[src/rtl/lcd_reader.sv]
// lcd_reader: read-side engine for an HD44780-compatible LCD in 4-bit mode.
// Clocks one byte out of the panel as two nibbles (high first), either the
// busy flag + address counter (RS=0) or a data byte (RS=1). Poll mode
// repeats BF reads until the panel is ready or MAX_POLLS reads are spent.
// Ports:
//   CLK, RST_N            clock, async active-low reset
//   rd_start/rd_rs        request pulse and register select (accepted when !busy)
//   poll_busy             1 = poll BF until clear (RS forced to 0)
//   LCD_D_IN[3:0]         panel D7..D4 (input only; this block never drives D)
//   rd_data/rd_valid      byte read and its one-cycle completion strobe
//   timeout               with rd_valid: poll exhausted, BF still set
//   busy/owns_bus         request in progress; top muxes E/RS/RW on owns_bus
//   LCD_E/LCD_RS/LCD_RW   panel strobes (all registered)
module lcd_reader #(
  parameter int T_AS      = 3,
  parameter int T_PW      = 25,
  parameter int T_EL      = 25,
  parameter int T_AH      = 4,
  parameter int MAX_POLLS = 1000
) (
  input  logic       CLK,
  input  logic       RST_N,
  input  logic       rd_start,
  input  logic       rd_rs,
  input  logic       poll_busy,
  input  logic [3:0] LCD_D_IN,
  output logic [7:0] rd_data,
  output logic       rd_valid,
  output logic       timeout,
  output logic       busy,
  output logic       owns_bus,
  output logic       LCD_E,
  output logic       LCD_RS,
  output logic       LCD_RW
);

  typedef enum logic [2:0] {IDLE, SETUP, E1_HI, E1_LO, E2_HI, E2_LO, DONE} state_t;

  // Timer is loaded with (duration-1) on state entry and exits at zero.
  localparam logic [15:0] TM_AS = 16'(T_AS - 1);
  localparam logic [15:0] TM_PW = 16'(T_PW - 1);
  localparam logic [15:0] TM_EL = 16'(T_EL - 1);
  localparam logic [15:0] TM_AH = 16'(T_AH - 1);
  localparam logic [16:0] MAXP  = 17'(MAX_POLLS);

  state_t      state;
  logic [15:0] tmr;
  logic [15:0] poll_cnt;
  logic [15:0] poll_inc;
  logic        poll_q;
  logic [7:0]  shadow;

  assign owns_bus = busy;
  assign poll_inc = (poll_cnt == 16'hFFFF) ? poll_cnt : poll_cnt + 16'd1;

  always_ff @(posedge CLK or negedge RST_N) begin
    if (!RST_N) begin
      state    <= IDLE;
      tmr      <= '0;
      poll_cnt <= '0;
      poll_q   <= 1'b0;
      shadow   <= '0;
      rd_data  <= '0;
      rd_valid <= 1'b0;
      timeout  <= 1'b0;
      busy     <= 1'b0;
      LCD_E    <= 1'b0;
      LCD_RS   <= 1'b0;
      LCD_RW   <= 1'b0;
    end else begin
      rd_valid <= 1'b0;
      case (state)
        IDLE: if (rd_start) begin
          LCD_RS   <= poll_busy ? 1'b0 : rd_rs;
          LCD_RW   <= 1'b1;
          busy     <= 1'b1;
          poll_q   <= poll_busy;
          poll_cnt <= '0;
          timeout  <= 1'b0;
          tmr      <= TM_AS;
          state    <= SETUP;
        end
        SETUP: if (tmr == '0) begin
          LCD_E <= 1'b1;
          tmr   <= TM_PW;
          state <= E1_HI;
        end else tmr <= tmr - 16'd1;
        // Panel data is stable before E falls; sample on the last high cycle.
        E1_HI: if (tmr == '0) begin
          LCD_E       <= 1'b0;
          shadow[7:4] <= LCD_D_IN;
          tmr         <= TM_EL;
          state       <= E1_LO;
        end else tmr <= tmr - 16'd1;
        E1_LO: if (tmr == '0) begin
          LCD_E <= 1'b1;
          tmr   <= TM_PW;
          state <= E2_HI;
        end else tmr <= tmr - 16'd1;
        E2_HI: if (tmr == '0) begin
          LCD_E       <= 1'b0;
          shadow[3:0] <= LCD_D_IN;
          tmr         <= TM_AH;
          state       <= E2_LO;
        end else tmr <= tmr - 16'd1;
        E2_LO: if (tmr == '0) begin
          if (poll_q) poll_cnt <= poll_inc;
          if (poll_q && shadow[7] && ({1'b0, poll_inc} < MAXP)) begin
            // Re-poll with RS/RW untouched; no completion strobe.
            tmr   <= TM_AS;
            state <= SETUP;
          end else begin
            // Result registered here so rd_valid is high during DONE.
            rd_data  <= shadow;
            rd_valid <= 1'b1;
            timeout  <= poll_q & shadow[7];
            state    <= DONE;
          end
        end else tmr <= tmr - 16'd1;
        DONE: begin
          LCD_RW <= 1'b0;
          LCD_RS <= 1'b0;
          busy   <= 1'b0;
          state  <= IDLE;
        end
        default: state <= IDLE;
      endcase
    end
  end

endmodule

[config.mk]
export PLATFORM = sky130hd
export DESIGN_NAME = lcd_reader
export DESIGN_NICKNAME = d
export VERILOG_FILES = /design/src/rtl/lcd_reader.sv
export SDC_FILE = /design/constraint.sdc
export NUM_CORES = 1
export LEC_CHECK = 0
export ABC_AREA = 1
export BUFFER_PORTS_ARGS = -buffer_cell sky130_fd_sc_hd__buf_2
export CAP_MARGIN = 20
export CELL_PAD_IN_SITES_DETAIL_PLACEMENT = 1
export CELL_PAD_IN_SITES_GLOBAL_PLACEMENT = 2
export CORE_ASPECT_RATIO = 0.8
export CORE_MARGIN = 2
export CORE_UTILIZATION = 35
export DETAILED_ROUTE_END_ITERATION = 10
export PLACE_DENSITY = 0.87
export SYNTH_ARGS = -nofsm -noshare
export SYNTH_HDL_FRONTEND = slang
export SYNTH_SLANG_ARGS = --single-unit
[constraint.sdc]
create_clock -name CLK -period 2.8 [get_ports CLK]
set_clock_uncertainty 0.05 [all_clocks]
set_input_delay 0.84 -clock CLK [delete_from_list [all_inputs] [get_ports CLK]]
set_output_delay 0.84 -clock CLK [all_outputs]
set_load 0.005 [all_outputs]
==> results.md, run 1 <==
- Final hold vios: 0
- Worst path cell trace: ha_2 > nand2_2 > nor2_2 > nand2_1 > inv_2 > nand2_2 > nand2_1 > nand2_1 > nor2_1 > nand2_1 > nor2_2 > o21bai_4 > buf_12 > nor2_2 > nand2_1 > nand2_1
- Nets: 512
- Initial Utilization: 0.357
- Cells after synthesis: 471
- Layout cells sized above 1: 0.154
- Drt wl/cell: 15.7 um
- Vias/cell: 5.13
- Least-Margin Pin Slew: 0.981 ns
- Htree depth: 3
- PwrDens: 536 mW/mm2
- Remaining global-route overflow: 0
- CTS clk-pin slew, worst paths: 0.06 ns
- Top Ports: 24
- Number of global-route vias before repair: 3213
- Arr. time, crit path: 2.75 ns
- Routability cong.: 0.854
- Synth Register Bits: 57
- VDD IR max: 386 uV
- Beginning of the critical path: poll_cnt[0]$_DFFE_PN0P_
- Max Freq: 0.395 GHz
- GRT Resource Usage Total: 0.200
- Post-synthesis cell area: 0.00340 mm2
- Synth Warn #: 0
- CP max FO: 12
- Port-buffer cells: 23
- Final min period: 2.53 ns
- Total of max-cap violations: 0
- Crit share post-route: 0.904
- Worst setup path endpoint: rd_data[1]$_DFFE_PN0P_
- Setup repair after global routing missed its margin: no
- Row count: 32
- Clock root buffer: clkbuf_16
- Initial antenna violation count: 0
- Die W: 114 um
- CTS sink cnt: 57
- Routed Antenna Nets: 0
- Worst r2r dst: rd_data[1]$_DFFE_PN0P_
- Post-Route WL: 9810 um
- Clock Latency Late Sink: 0.33 ns
- Worst R2R Path Depth: 16
- Fill cells: 1221
- Req. time, crit path: 3.02 ns
- Cell variety after synth: 37
- Hold Path Class: flop to flop
- CTS Buffer Depth: 2
- Crit. End Element: flop
- Worst R2R Start: poll_cnt[0]$_DFFE_PN0P_
- Sequential element share of the synthesized area: 0.419
- Most frequent cells in the layout: 147 x nand2_1, 56 x dfrtp_1, 55 x nor2_1
- CP Buf/Inv Count: 2
- Hpwl dp: 7090 um
- Die H: 92.2 um
- Max Slew Vio Count: 0
- CORE AREA: 0.00953 mm2
- Final Hold Slack: 0.427 ns
- Area grow syn2layout: 18.0%
- Most common cell after layout, fill and taps aside: nand2_1
- Residual DRC count: 0
- Levels on crit path: 16
- Final setup fails: 0
- Kind of critical path: flop to flop
- Post-Syn Nets: 482
- N_diodes: 0
- CP Launch Type: flop
- Relative slew slack: 0.344
- Largest net degree at the start of global routing: 37
- Mean Syn Cell Area: 7.22 um2
- Leakage: 1.88 nW
- Critical Path Most Common Cell: nand2_1
- CTS tree: done
- DR iter-0 viols: 112
- Die Area: 0.0105 mm2
- Drt pass-1 iters: 7
- Setup slack, reg-to-reg: 0.27 ns
- Slowest CP cell: dfrtp_2
- First-pass GRT wire length: 16400 um
- Setup WS pre-CTS: 0.169 ns
- Setup ws final: 0.270 ns
- Num CTS Buffers: 9
- Max stage delay on crit path: 0.43 ns
- Status: finished, final reports clean
- CP top delay family: simple AND/OR/NAND/NOR gates
- Vias: 3206
- TNS Setup: 0 ns
-- tightest hold or removal path: cells and delay by family, from the launching register on --
kind	cells	cell delay, ns
flip-flops	1	0.34
AND/OR/NAND/NOR	2	0.10
-- power breakdown --
| group | internal [mW] | switching, mW | leakage [nW] |
|---|---|---|---|
| clock | 0.787 | 0.427 | 0.160 |
| combinational | 0.0264 | 0.0566 | 1.08 |
| sequential | 0.835 | 0.0182 | 0.642 |
| total | 1.65 | 0.502 | 1.88 |
-- layout make-up --
cell class,count,area [um2],area share
multi-input cells,350,1710,0.426
flip-flops and latches,57,1430,0.356
clock buffers,9,225,0.0561
repair buffers,32,208,0.0517
inverters,51,191,0.0477
well taps,119,149,0.0371
clock inverters,7,104,0.0259
-- layer usage --
metal | wire length (um) | track usage | part of all wire | vias up
li1 | - | - | - | 1589
met1 | 5050 | 0.294 | 0.51 | 1541
met2 | 4210 | 0.292 | 0.43 | 61
met3 | 394 | 0.0430 | 0.040 | 15
met4 | 160 | 0.0630 | 0.016 | 0
met5 | 0 | 0 | 0 | -
-- worst min-delay path by stage --
stage	slack [ns]	to	cells after the start	startpoint
2_1_floorplan	0.40	rd_data[0]$_DFFE_PN0P_	2	shadow[0]$_DFFE_PN0P_
3_3_place_gp	0.42	rd_data[6]$_DFFE_PN0P_	2	shadow[6]$_DFFE_PN0P_
3_5_place_dp	0.42	rd_data[6]$_DFFE_PN0P_	2	shadow[6]$_DFFE_PN0P_
4_1_cts	0.43	rd_data[1]$_DFFE_PN0P_	2	shadow[1]$_DFFE_PN0P_
5_1_grt	0.45	rd_data[4]$_DFFE_PN0P_	2	rd_data[4]$_DFFE_PN0P_
6_report	0.43	rd_data[6]$_DFFE_PN0P_	2	shadow[6]$_DFFE_PN0P_
-- cell families after synthesis --
kind of cell,synth area share
AO/OA/AOI/OAI,0.127
XOR/XNOR,0.0386
adder cells (fa/ha/maj),0.00735
buffers and inverters,0.0816
flip-flops,0.419
multiplexers,0.00331
AND/OR/NAND/NOR,0.323
-- sequential cells by signal (all words and copies together), names as in the netlist --
register  count
LCD_RW        1
shadow        8
poll_q        1
rd_valid      1
poll_cnt     16
state         3
LCD_E         1
rd_data       8
LCD_RS        1
tmr          16
timeout       1
-- Yosys cell counts --
cell	number	share of area
or2_2	2	0.0037
nand2_4	1	0.0033
nand3_1	29	0.043
nor2_4	1	0.0033
o21bai_1	1	0.0022
buf_2	3	0.0044
nand3b_1	1	0.0022
ha_1	2	0.0074
a21oi_2	1	0.0026
nor2_1	56	0.062
clkbuf_1	5	0.0055
o311ai_0	3	0.0077
xnor2_1	5	0.013
buf_6	3	0.0099
a32oi_1	1	0.0026
a31oi_1	1	0.0018
nand2_1	147	0.16
o31ai_1	12	0.026
inv_2	10	0.011
mux2_1	1	0.0033
a21oi_1	7	0.010
o21ai_0	27	0.040
o21bai_4	1	0.0055
o21ai_1	12	0.018
buf_1	1	0.0011
a32o_1	1	0.0029
inv_1	41	0.045
buf_4	2	0.0044
o41ai_1	1	0.0026
nor3_1	3	0.0044
nand4_1	11	0.020
xor2_1	10	0.026
nand3_2	1	0.0029
a22oi_1	2	0.0044
nor2_2	5	0.0092
dfrtp_1	57	0.42
nand2_2	4	0.0074
-- per-stage QoR --
step | area [um2] | instances | total power [mW] | utilization
2_1_floorplan | 3400 | 471 | 0.905 | -
3_3_place_gp | 3650 | 606 | 0.947 | 0.383
3_5_place_dp | 3650 | 606 | 0.951 | 0.383
4_1_cts | 3980 | 622 | 2.17 | 0.417
5_1_grt | 4010 | 625 | 2.22 | 0.421
6_report | 4010 | 625 | 2.15 | 0.421
-- timing repair --
| item | in CTS | in global routing |
|---|---|---|
| hold buffers | 0 | 0 |
| gates resized for setup | 0 | 2 |
| setup buffers | 0 | 2 |
| setup endpoints to repair | 0 | 27 |
No activity file was read; power rests on OpenSTA's default activity.
==> run 2: changes to the inputs <==
Settings changed: RECOVER_POWER set to 25.
==> run 2 against run 1 <==
  * Die area unchanged
  * Clock-buffer cell count unchanged
  * Clock power barely moved
  * Sequential share of layout area barely moved
  * Largest power group unchanged
  * Critical endpoint unchanged
  * Wire length is essentially flat
  * Total power about the same
  * Register-to-register slack about the same
  * Worst setup slack is the same
==> results.md, run 2 (synthesis gave the netlist of run 1 again) <==
- Status: finished, final reports clean (unchanged)
- CTS tree: done (unchanged)
- Crit. End Element: flop (unchanged)
- Worst hold start: shadow[6]$_DFFE_PN0P_ (unchanged)
- Worst r2r dst: rd_data[1]$_DFFE_PN0P_ (unchanged)
- Clock Latency Late Sink: 0.33 ns (about the same)
- CP Launch Type: flop (unchanged)
- Worst Hold Depth: 2 (unchanged)
- Drt wl/cell: 15.7 um (about the same)
- Total power: 2.15 mW (about the same)
- Die H: 92.2 um (unchanged)
- Max Freq: 0.395 GHz (unchanged)
- Residual DRC count: 0 (unchanged)
- First-pass GRT wire length: 16400 um (unchanged)
- Row count: 32 (unchanged)
- Final min period: 2.53 ns (unchanged)
- Htree depth: 3 (unchanged)
- Least-Margin Pin Slew: 1.34 ns (was 0.981 ns)
- Nets: 512 (unchanged)
- Number of global-route vias before repair: 3213 (unchanged)
- Kind of critical path: flop to flop (unchanged)
- CORE AREA: 0.00953 mm2 (unchanged)
- Worst R2R Start: poll_cnt[0]$_DFFE_PN0P_ (unchanged)
- Worst R2R Path Depth: 16 (unchanged)
- DR iter-0 viols: 111 (was 112)
- Layout cells sized above 1: 0.152 (was 0.154)
- PwrDens: 536 mW/mm2 (about the same)
- Routability cong.: 0.854 (unchanged)
- Port-buffer cells: 23 (unchanged)
- CTS sink cnt: 57 (unchanged)
- Vias/cell: 5.13 (unchanged)
- Crit share post-route: 0.904 (unchanged)
- Num CTS Buffers: 9 (unchanged)
- Post-Route Utilization: 0.421 (about the same)
- Routed Antenna Nets: 0 (unchanged)
- Die W: 114 um (unchanged)
- Final hold vios: 0 (unchanged)
- TNS Setup: 0 ns (unchanged)
- Max Slew Vio Count: 0 (unchanged)
- GRT Resource Usage Total: 0.200 (unchanged)
- Final setup fails: 0 (unchanged)
- Die Area: 0.0105 mm2 (unchanged)
- Initial antenna violation count: 0 (unchanged)
- Clock root buffer: clkbuf_16 (unchanged)
- Setup slack, reg-to-reg: 0.27 ns (about the same)
- Req. time, crit path: 3.02 ns (about the same)
- Hold EP: rd_data[6]$_DFFE_PN0P_ (unchanged)
- Fill cells: 1219 (was 1221)
- Relative slew slack: 0.109 (was 0.344)
- Largest net degree at the start of global routing: 37 (unchanged)
- Arr. time, crit path: 2.75 ns (about the same)
- Area grow syn2layout: 17.9% (was 18.0%)
- Hpwl dp: 7090 um (unchanged)
- N_diodes: 0 (unchanged)
- Setup repair after global routing missed its margin: no (unchanged)
- Total of max-cap violations: 0 (unchanged)
- CP max FO: 12 (unchanged)
- Hold Path Class: flop to flop (unchanged)
- Most frequent cells in the layout: 147 x nand2_1, 56 x dfrtp_1, 55 x nor2_1 (unchanged)
- Top flop regs: poll_cnt: 16 flops, tmr: 16 flops (unchanged)
- Drt pass-1 iters: 7 (unchanged)
- Top Ports: 24 (unchanged)
- Leakage: 1.88 nW (about the same)
- VDD IR max: 386 uV (about the same)
- CTS Buffer Depth: 2 (unchanged)
- Most common cell after layout, fill and taps aside: nand2_1 (unchanged)
- Remaining global-route overflow: 0 (unchanged)
- CTS clk-pin slew, worst paths: 0.06 ns (about the same)
- Vias: 3206 (unchanged)
- Post-Route WL: 9810 um (about the same)
- Initial Utilization: 0.357 (unchanged)
[run 2: changes by cell type in the layout (fill, tap and decap cells not counted), sizes merged]
cell	change
clkbuf	+1
buf	-1
[run 2: worst max-delay path by stage]
stage	cells past startpoint	slack, ns	startpoint	endpoint
5_1_grt	16	0.002	poll_cnt[0]$_DFFE_PN0P_	rd_data[6]$_DFFE_PN0P_
2_1_floorplan	15	0.60	poll_cnt[0]$_DFFE_PN0P_	state[1]$_DFFE_PN0P_
6_report	16	0.27	poll_cnt[0]$_DFFE_PN0P_	rd_data[1]$_DFFE_PN0P_
3_5_place_dp	13	0.17	poll_cnt[0]$_DFFE_PN0P_	rd_data[4]$_DFFE_PN0P_
4_1_cts	13	0.12	poll_cnt[0]$_DFFE_PN0P_	rd_data[2]$_DFFE_PN0P_
3_3_place_gp	13	0.32	poll_cnt[0]$_DFFE_PN0P_	timeout$_DFFE_PN0P_
[run 2: timing repair]
action                                  CTS  global route
setup buffers                             0             2
gates resized for setup                   0             2
endpoints found under the setup margin    0            27
hold buffers                              0             0
[run 2: per-layer routing]
layer,vias to the layer above,share of wire,track usage
li1,1589,-,-
met1,1541,0.51,0.294
met2,61,0.43,0.292
met3,15,0.040,0.0430
met4,0,0.016,0.0630
met5,-,0,0
[run 2: worst max-delay path, stage by stage (launching register included)]
cell	delay, ns
dfrtp_2	0.43
ha_2	0.27
nand2_2	0.08
nor2_2	0.11
nand2_1	0.11
inv_2	0.08
nand2_2	0.18
nand2_1	0.17
nand2_1	0.11
nor2_1	0.10
nand2_1	0.07
nor2_2	0.13
o21bai_4	0.08
buf_12	0.15
nor2_2	0.20
nand2_1	0.08
nand2_1	0.07
[run 2: power breakdown]
part | switching [mW] | total [mW] | leakage, nW | internal (mW)
registers | 0.0182 | 0.854 | 0.642 | 0.835
clock network | 0.427 | 1.21 | 0.160 | 0.787
logic | 0.0566 | 0.0829 | 1.07 | 0.0263
[run 2: cell type report]
cell class | instances | area (um2) | area share
flip-flops and latches | 57 | 1430 | 0.356
well taps | 119 | 149 | 0.0371
repair buffers | 32 | 206 | 0.0514
inverters | 51 | 191 | 0.0477
multi-input cells | 350 | 1710 | 0.426
clock buffers | 9 | 225 | 0.0561
clock inverters | 7 | 104 | 0.0259
[run 2: per-stage QoR]
stage	setup WS (ns)	hold slack, ns	cells	cell area, um2
final	0.270	0.427	625	4010
after global routing	0.00232	0.453	625	4010
after CTS	0.123	0.429	622	3980
after detailed placement	0.169	0.415	606	3650
after global placement	0.319	0.415	606	3650
after floorplan	0.602	0.399	471	3400
